--- src/rtl/stash_sequencer_if.sv ---
// Sample-source / stash bus. The sequencer uses the master modport; the stash and
// sample source sit on the slave side.
interface stash_sequencer_if #(
    parameter int DEPTH = 5
);
    localparam int CW = $clog2(DEPTH + 1);
    localparam int IW = $clog2(DEPTH);

    logic          sample_ready;
    logic [7:0]    sample_data;
    logic          sample_in_valid;
    logic [7:0]    sample_in;
    logic          next_sample;
    logic [CW-1:0] stored_count;
    logic [IW-1:0] view_idx;

    modport master (
        input  sample_ready, sample_data,
        output sample_in_valid, sample_in, next_sample, stored_count, view_idx
    );
    modport slave (
        output sample_ready, sample_data,
        input  sample_in_valid, sample_in, next_sample, stored_count, view_idx
    );
endinterface

--- src/rtl/stash_sequencer.sv ---
// Button/auto-scroll sequencer for the sample stash; mirrors its fill count and view index.
// Optional clear path is built when STASH_SEQ_CLEAR_EN is defined.
module stash_sequencer #(
    parameter int DEPTH    = 5,
    parameter int TICK_DIV = 100000000,
    parameter int TIMEOUT  = 50000000
) (
    input  logic               clk,
    input  logic               reset,
    input  logic               btn_store,
    input  logic               btn_next,
    input  logic               auto_en,
`ifdef STASH_SEQ_CLEAR_EN
    input  logic               btn_clear,
    output logic               stash_clear,
`endif
    stash_sequencer_if.master  bus,
    output logic [1:0]         state,
    output logic               timeout
);
    localparam int CW  = $clog2(DEPTH + 1);
    localparam int IW  = $clog2(DEPTH);
    localparam int TW  = $clog2(TICK_DIV);
    localparam int TOW = $clog2(TIMEOUT + 1);

    typedef enum logic [1:0] {IDLE = 2'd0, ARMED = 2'd1, AUTO = 2'd2} state_t;

`ifdef STASH_SEQ_CLEAR_EN
    localparam int NB = 3;
`else
    localparam int NB = 2;
`endif

    // Buttons occupy [NB-1:0] and get edge detection; auto_en is the top bit, level only.
    logic [NB:0]   raw, sync1, sync2;
    logic [NB-1:0] hist, ev;
    logic          store_ev, next_ev, auto_s;

`ifdef STASH_SEQ_CLEAR_EN
    assign raw = {auto_en, btn_clear, btn_next, btn_store};
`else
    assign raw = {auto_en, btn_next, btn_store};
`endif
    assign ev       = sync2[NB-1:0] & ~hist;
    assign store_ev = ev[0];
    assign next_ev  = ev[1];
    assign auto_s   = sync2[NB];

    state_t         state_q, state_nx;
    logic [TW-1:0]  tick_q, tick_nx;
    logic [TOW-1:0] tocnt_q, tocnt_nx;
    logic           vld_q, vld_nx, nxt_q, nxt_nx, to_q, to_nx;
    logic           clr_q, clr_nx;
    logic [7:0]     data_q;
    logic [CW-1:0]  cnt_q;
    logic [IW-1:0]  view_q, wr_q;

    always_comb begin
        state_nx = state_q;
        tick_nx  = tick_q;
        tocnt_nx = tocnt_q;
        vld_nx   = 1'b0;
        nxt_nx   = 1'b0;
        to_nx    = 1'b0;
        clr_nx   = 1'b0;
        unique case (state_q)
            IDLE: begin
`ifdef STASH_SEQ_CLEAR_EN
                // Clear wins over an advance so the zeroed view index is not disturbed.
                if (ev[2])
                    clr_nx = 1'b1;
                else
`endif
                if (next_ev && cnt_q != '0)
                    nxt_nx = 1'b1;
                if (store_ev) begin
                    state_nx = ARMED;
                    tocnt_nx = '0;
                end else if (auto_s) begin
                    state_nx = AUTO;
                    tick_nx  = '0;
                end
            end
            ARMED: begin
                if (bus.sample_ready) begin
                    vld_nx   = 1'b1;
                    state_nx = IDLE;
                end else if (store_ev) begin
                    state_nx = IDLE;
                end else if (tocnt_q == TOW'(TIMEOUT - 1)) begin
                    to_nx    = 1'b1;
                    state_nx = IDLE;
                end else begin
                    tocnt_nx = tocnt_q + 1'b1;
                end
            end
            AUTO: begin
                if (store_ev) begin
                    state_nx = ARMED;
                    tocnt_nx = '0;
                end else if (!auto_s) begin
                    state_nx = IDLE;
                    tick_nx  = '0;
                end else if (tick_q == TW'(TICK_DIV - 1)) begin
                    tick_nx = '0;
                    nxt_nx  = (cnt_q != '0);
                end else begin
                    tick_nx = tick_q + 1'b1;
                end
            end
            default: state_nx = IDLE;
        endcase
    end

    always_ff @(posedge clk or posedge reset) begin
        if (reset) begin
            sync1   <= '0;
            sync2   <= '0;
            hist    <= '0;
            state_q <= IDLE;
            tick_q  <= '0;
            tocnt_q <= '0;
            vld_q   <= 1'b0;
            nxt_q   <= 1'b0;
            to_q    <= 1'b0;
            clr_q   <= 1'b0;
            data_q  <= '0;
            cnt_q   <= '0;
            view_q  <= '0;
            wr_q    <= '0;
        end else begin
            sync1   <= raw;
            sync2   <= sync1;
            hist    <= sync2[NB-1:0];
            state_q <= state_nx;
            tick_q  <= tick_nx;
            tocnt_q <= tocnt_nx;
            vld_q   <= vld_nx;
            nxt_q   <= nxt_nx;
            to_q    <= to_nx;
            clr_q   <= clr_nx;
            // Pointers move on the same edge the strobe is registered, so the mirrored
            // count and index are consistent with the strobe cycle itself.
            if (vld_nx) begin
                data_q <= bus.sample_data;
                view_q <= wr_q;
                wr_q   <= (wr_q == IW'(DEPTH - 1)) ? '0 : wr_q + 1'b1;
                if (cnt_q != CW'(DEPTH))
                    cnt_q <= cnt_q + 1'b1;
            end
            if (nxt_nx)
                view_q <= (view_q == IW'(DEPTH - 1)) ? '0 : view_q + 1'b1;
            if (clr_nx) begin
                cnt_q  <= '0;
                view_q <= '0;
                wr_q   <= '0;
            end
        end
    end

    assign bus.sample_in_valid = vld_q;
    assign bus.sample_in       = data_q;
    assign bus.next_sample     = nxt_q;
    assign bus.stored_count    = cnt_q;
    assign bus.view_idx        = view_q;
    assign state               = state_q;
    assign timeout             = to_q;
`ifdef STASH_SEQ_CLEAR_EN
    assign stash_clear         = clr_q;
`else
    logic unused_clr;
    assign unused_clr = clr_q;
`endif
endmodule

--- src/flat_wrapper.sv ---
// flat-port wrapper written by rule: the top's interface ports become plain ports
module stash_sequencer_flat 
#(
    parameter int DEPTH    = 5,
    parameter int TICK_DIV = 100000000,
    parameter int TIMEOUT  = 50000000
)
  (clk, reset, btn_store, btn_next, auto_en, state, timeout, bus_sample_ready, bus_sample_data, bus_sample_in_valid, bus_sample_in, bus_next_sample, bus_stored_count, bus_view_idx);
  stash_sequencer_if #(.DEPTH(DEPTH)) bus_i ();
  input  logic clk;
  input  logic reset;
  input  logic btn_store;
  input  logic btn_next;
  input  logic auto_en;
  output logic [1:0] state;
  output logic timeout;
  input wire logic [$bits(bus_i.sample_ready)-1:0] bus_sample_ready;
  input wire logic [$bits(bus_i.sample_data)-1:0] bus_sample_data;
  output wire logic [$bits(bus_i.sample_in_valid)-1:0] bus_sample_in_valid;
  output wire logic [$bits(bus_i.sample_in)-1:0] bus_sample_in;
  output wire logic [$bits(bus_i.next_sample)-1:0] bus_next_sample;
  output wire logic [$bits(bus_i.stored_count)-1:0] bus_stored_count;
  output wire logic [$bits(bus_i.view_idx)-1:0] bus_view_idx;
  assign bus_i.sample_ready = bus_sample_ready;
  assign bus_i.sample_data = bus_sample_data;
  assign bus_sample_in_valid = bus_i.sample_in_valid;
  assign bus_sample_in = bus_i.sample_in;
  assign bus_next_sample = bus_i.next_sample;
  assign bus_stored_count = bus_i.stored_count;
  assign bus_view_idx = bus_i.view_idx;
  stash_sequencer #(.DEPTH(DEPTH), .TICK_DIV(TICK_DIV), .TIMEOUT(TIMEOUT)) u_core (.clk(clk), .reset(reset), .btn_store(btn_store), .btn_next(btn_next), .auto_en(auto_en), .bus(bus_i), .state(state), .timeout(timeout));
endmodule
--- config.mk ---
export PLATFORM = sky130hd
export DESIGN_NAME = stash_sequencer_flat
export DESIGN_NICKNAME = d
export VERILOG_FILES = /design/src/rtl/stash_sequencer_if.sv /design/src/rtl/stash_sequencer.sv /design/src/flat_wrapper.sv
export SDC_FILE = /design/constraint.sdc
export NUM_CORES = 1
export LEC_CHECK = 0
export ABC_AREA = 1
export BUFFER_PORTS_ARGS = -buffer_cell sky130_fd_sc_hd__buf_2
export CORE_UTILIZATION = 24
export DETAILED_ROUTE_END_ITERATION = 10
export PLACE_DENSITY_LB_ADDON = 0.05
export SLEW_MARGIN = 5
export SYNTH_ARGS = -nofsm -noshare
export SYNTH_HDL_FRONTEND = slang
export SYNTH_SLANG_ARGS = --single-unit
--- constraint.sdc ---
create_clock -name clk -period 4.4 [get_ports clk]
set_input_delay 0.22 -clock clk [delete_from_list [all_inputs] [get_ports clk]]
set_output_delay 0.22 -clock clk [all_outputs]
set_load 0.01 [all_outputs]
# After elaboration in Yosys (flattened, before gate mapping)
# Index checks and enable logic that the tools add are counted.
# totals
in_bits,14
ff_bits,83
# op_classes
n_bitwise,2
muxes,34
n_reduce_logical,11
n_addsub,5
n_eq_ne,17
# ops
op,n
$mux 27,5
$mux 26,4
$pmux 27 s2,1
$pmux 26 s2,1
$add 27x1->27 const B,1
$eq 27x27->1 const B,1
$add 26x1->26 const B,1
$eq 26x26->1 const B,1
$mux 2,7
$mux 3,4
$mux 1,10
$ne 2x2->1 const B,5
$add 3x1->3 const B,3
$eq 3x3->1 const B,2
$ne 3x3->1 const B,2
$pmux 2 s3,1
$reduce_bool 2->1,3
$reduce_and 5->1,1
$ne 2x1->1 const B,2
$ne 4x2->1 const B,1
$reduce_and 4->1,1
$ne 3x1->1 const B,1
$reduce_and 3->1,1
$reduce_bool 3->1,1
9 further kinds,9

# Depth between registers and ports, before layout
# logic_depth
word_depth,6
ltp_mapped,12
ltp_nobuf,11

# Least setup slack after synthesis
# OpenSTA, ideal clock, no wires.
# synth_timing
kind,flip-flop to flip-flop
from,register u_core.tick_q[0]
to,register u_core.tick_q[15]
required_ns,4.280
setup_time_ns,0.120
setup_slack_ns,2.772
synth_period_minus_slack_ns,1.628
n_path_buf,1
stages_incl_launch_ff,12
arrival_time_ns,1.509
path_cell_list,dfrtp_1 -> ha_1 -> nand2_1 -> nor2_4 -> nand2_2 -> nor2_1 -> nand2_1 -> nand2_1 -> nand2_2 -> inv_2 -> buf_4 -> nor2_1
# synth_via
elab_chain_len,5
word_cells_on_any_way,6
cone_classes,1 x add/sub; 1 x eq/ne; 4 x mux
# synth_lines
element,line_no,rtl
"start, declared",stash_sequencer.sv:50,"logic [TW-1:0] tick_q, tick_nx;"
"start signal, assigned",stash_sequencer.sv:136,tick_q <= tick_nx;
$add 27x1->27 or $eq 27x27->1 (tied branches),"stash_sequencer.sv:108, stash_sequencer.sv:104",
$mux 27 (*),stash_sequencer.sv:104,end else if (tick_q == TW'(TICK_DIV - 1)) begin
$mux 27 (*),stash_sequencer.sv:101,end else if (!auto_s) begin
$mux 27 (*),stash_sequencer.sv:98,if (store_ev) begin
$pmux 27 s2 (*),stash_sequencer.sv:66,unique case (state_q)
# Every way passes the cells marked *; elsewhere a longest branch is shown, timed or not. The select of a mux whose other input is x is not followed.
# A chain may end at the register's enable or synchronous reset.

# Worst setup path after layout
# layout_timing
from,"register u_core.state_q[0], in the netlist u_core.state[0]"
to,register u_core.tocnt_q[3]
# layout_via
elab_chain_len,4
word_cells_on_any_way,11
cone_classes,6 x eq/ne; 1 x mux; 4 x reduce/logical
# layout_lines
element,line_no,rtl
"start, declared",stash_sequencer.sv:49,"state_t state_q, state_nx;"
"start signal, assigned",stash_sequencer.sv:135,state_q <= state_nx;
$eq 2x2->1 or $logic_not 2->1 (tied branches),stash_sequencer.sv:66,
$reduce_or 2->1 (no source line),-,
$ne 2x1->1 (no source line) or $reduce_bool 2->1 (tied branches),-,
$reduce_and 5->1 (no source line),-,
"end signal, assigned",stash_sequencer.sv:137,tocnt_q <= tocnt_nx;
"end, declared",stash_sequencer.sv:51,"logic [TOW-1:0] tocnt_q, tocnt_nx;"
# Several ways; a longest one is shown, not always the timed one.

==> impl_metrics.ini <==
[routing]
dr.pass1.iters = 4
wl_per_cell_um = 12.9
via_per_inst = 4.29
first_iter_violations = 175
routed_wl_um = 12800
route.detailed.drc = 0
vias = 4239
antenna_left = 0

[final_layout]
register_area_sq_um = 2080
n_antenna_cell = 0
nNetsFinal = 742
syn2layout_area_growth_pct = 15.3
final_common_cell = nand2_1
multi_input_area_sq_um = 2380
final_cell_mix = nand2_1, nor2_1, dfrtp_1
drive_above_1_share_pct = 9.39
fill_cells = 2209

[power]
p_per_area_nw_per_um2 = 426
p_leak_nw = 2.52
vdd_ir_drop_max_uv = 164

[sta]
worst_slew_pin_slew_ps = 885
fin_ws_ps = 1660
maxSlewViolCount = 0
slew_headroom_pct = 40.9
rsz0062_at_grt = false
finClkSkew_ps = 14.0
finalHoldViolations = 0
fin_crit_ps = 2740
setup_viol = 0
period_share_pct = 62.3
setup_tns_ps = 0
timing.fmax_mhz = 365

[placed_design]
place_congestion = 0.778
io_buffer_count = 32
dpl.hpwl_um = 9330
place_ws_ps = 1540

[floorplanning]
core_sq_um = 19600
rows = 51
die_area_sq_um = 20700
initial_utilization_pct = 24.7
die_h_um = 144
ioPinCount = 33
die_x_um = 144

[cts]
clock_latency_ps = 350
ctsRootBufferMaster = clkbuf_16
postCtsSetupBuffers = 0
path_clk_slew_ps = 70
clock_sinks = 83
clockBufferDepth = 2
htreeDepth = 3
numCtsBuffers = 9
cts_tree = built

[worst_setup_path]
worstPathRequired_ps = 4640
critPathKind = flip-flop to flip-flop
start_kind = flip-flop
critPathArrivalTime_ps = 2980
crit_fanout = 42
end_kind = flip-flop

[synth]
yosysTopAreaCellShare_pct = 43.0
syn_inst = 685
syn_nets = 708
yosysTopAreaCell = dfrtp_1
yosysSeqAreaShare_pct = 43.0
synth.distinct_cells = 29
synthTopCellsByArea = dfrtp_1, nand2_1, nor2_1, inv_1, nand3_1
ys_seq_elements = 83
syn_area_per_cell_sq_um = 7.05
yosys_warnings = 0
mappedNetlistArea_sq_um = 4830

[global_routing]
grt_pass1_wl_um = 21500
grt_overflow_total = 0
grt_max_degree = 48
grt_usage_pct = 13.6
grt_pass1_vias = 4132
antenna_found_initial = 0

[flow_run]
maxCapViolCount = 0

[hold_path]
hold_class = input port to asynchronous set/reset pin

[status]
outcome = completed
worst max-delay path: stages, from the launching register on:
cell     delay, ps
dfrtp_1        840
inv_2          290
nor2_1         190
nand2_1        330
nand2_1        180
inv_1           80
nand2_4        350
inv_2          210
nand2_1        100
nand2_1         50
logic make-up (layout without fill, tap and decap cells):
group / Yosys count / in the layout / synth area share (%)
simple gates: 439 / 439 / 38.0
buf+inv: 88 / 127 / 7.72
flops: 83 / 83 / 43.0
compound gates: 41 / 41 / 4.43
xor+xnor: 25 / 25 / 4.53
fa+ha+maj: 9 / 9 / 2.33
state kept, by name, summed over array words and instances, names as in the netlist, 3 cells and up:
| name | flops |
|---|---|
| u_core.tick_q | 27 |
| u_core.bus.sample_in | 8 |
| u_core.sync2 | 3 |
| u_core.bus.view_idx | 3 |
| u_core.wr_q | 3 |
| u_core.sync1 | 3 |
| u_core.bus.stored_count | 3 |
| u_core.tocnt_q | 26 |
synth_stat cells:
| library cell | instances |
|---|---|
| nand2_1 | 224 |
| nor2_1 | 111 |
| dfrtp_1 | 83 |
| inv_1 | 70 |
| nand3_1 | 50 |
| nor3_1 | 26 |
| xor2_1 | 20 |
| o21ai_0 | 14 |
| a21oi_1 | 13 |
| nand4_1 | 12 |
| o21ai_1 | 10 |
| ha_1 | 9 |
| nand2_2 | 6 |
| xnor2_1 | 5 |
| buf_2 | 4 |
| buf_6 | 4 |
| inv_2 | 4 |
| clkbuf_1 | 3 |
| nor2_2 | 3 |
| nor2_4 | 3 |
| buf_4 | 2 |
| nand3b_1 | 2 |
| a21o_1 | 1 |
| a31oi_1 | 1 |
| and3_1 | 1 |
| clkinv_1 | 1 |
| nand2_4 | 1 |
| o21ai_2 | 1 |
| o22ai_1 | 1 |
worst paths after layout:
check,startpoint,to,slack [ps],cells after the start
max in group asynchronous,reset,u_core.wr_q[0],3390,3
worst min-delay path,reset,u_core.tocnt_q[15],20,2
worst max-delay path,u_core.state[0],u_core.tocnt_q[3],1660,9
worst min register to register,u_core.sync1[1],u_core.sync2[1],350,0
min in group clk,bus_sample_data[2],u_core.bus.sample_in[2],60,3
worst max register to register,u_core.state[0],u_core.tocnt_q[3],1660,9
layer usage:
layer	up-vias	share of wire (%)	GRT usage (%)
met1	1966	50	18.2
li1	2215	-	-
met5	-	0	0
met3	12	2.6	3.17
met4	0	1.2	3.81
met2	46	46	21.6
through the flow:
step	area, sq um	util [%]	hold slack, ps	std cells	total power [W]
final	5570	28.4	20.1	989	0.00237
after global routing	5570	28.4	51.8	989	0.00257
after floorplan	4830	-	251	685	0.00147
after global placement	5240	26.7	329	970	0.00163
after CTS	5570	28.4	36.4	989	0.00244
after detailed placement	5240	26.7	330	970	0.00164
where the power goes:
part           total (W)  leakage (nW)  switching (W)  internal (W)
Clock           0.000773         0.147       0.000371      0.000402
Combinational   0.000611          1.27       0.000423      0.000189
Sequential      0.000989          1.10       0.000119      0.000870
Total            0.00237          2.52       0.000913       0.00146
final cells by class:
type                    instances  area share (%)
flip-flops and latches         83            37.3
clock inverters                 7            1.33
well taps                     265            5.95
inverters                      75            5.08
multi-input cells             514            42.8
clock buffers                   9            4.04
repair buffers                 36            3.55
repair_timing:
| action | CTS | global route |
|---|---|---|
| endpoints found under the hold margin | 3 | 0 |
| gates resized for setup | 0 | 0 |
| hold buffers | 3 | 0 |
Power figures use the tool's default switching activity.
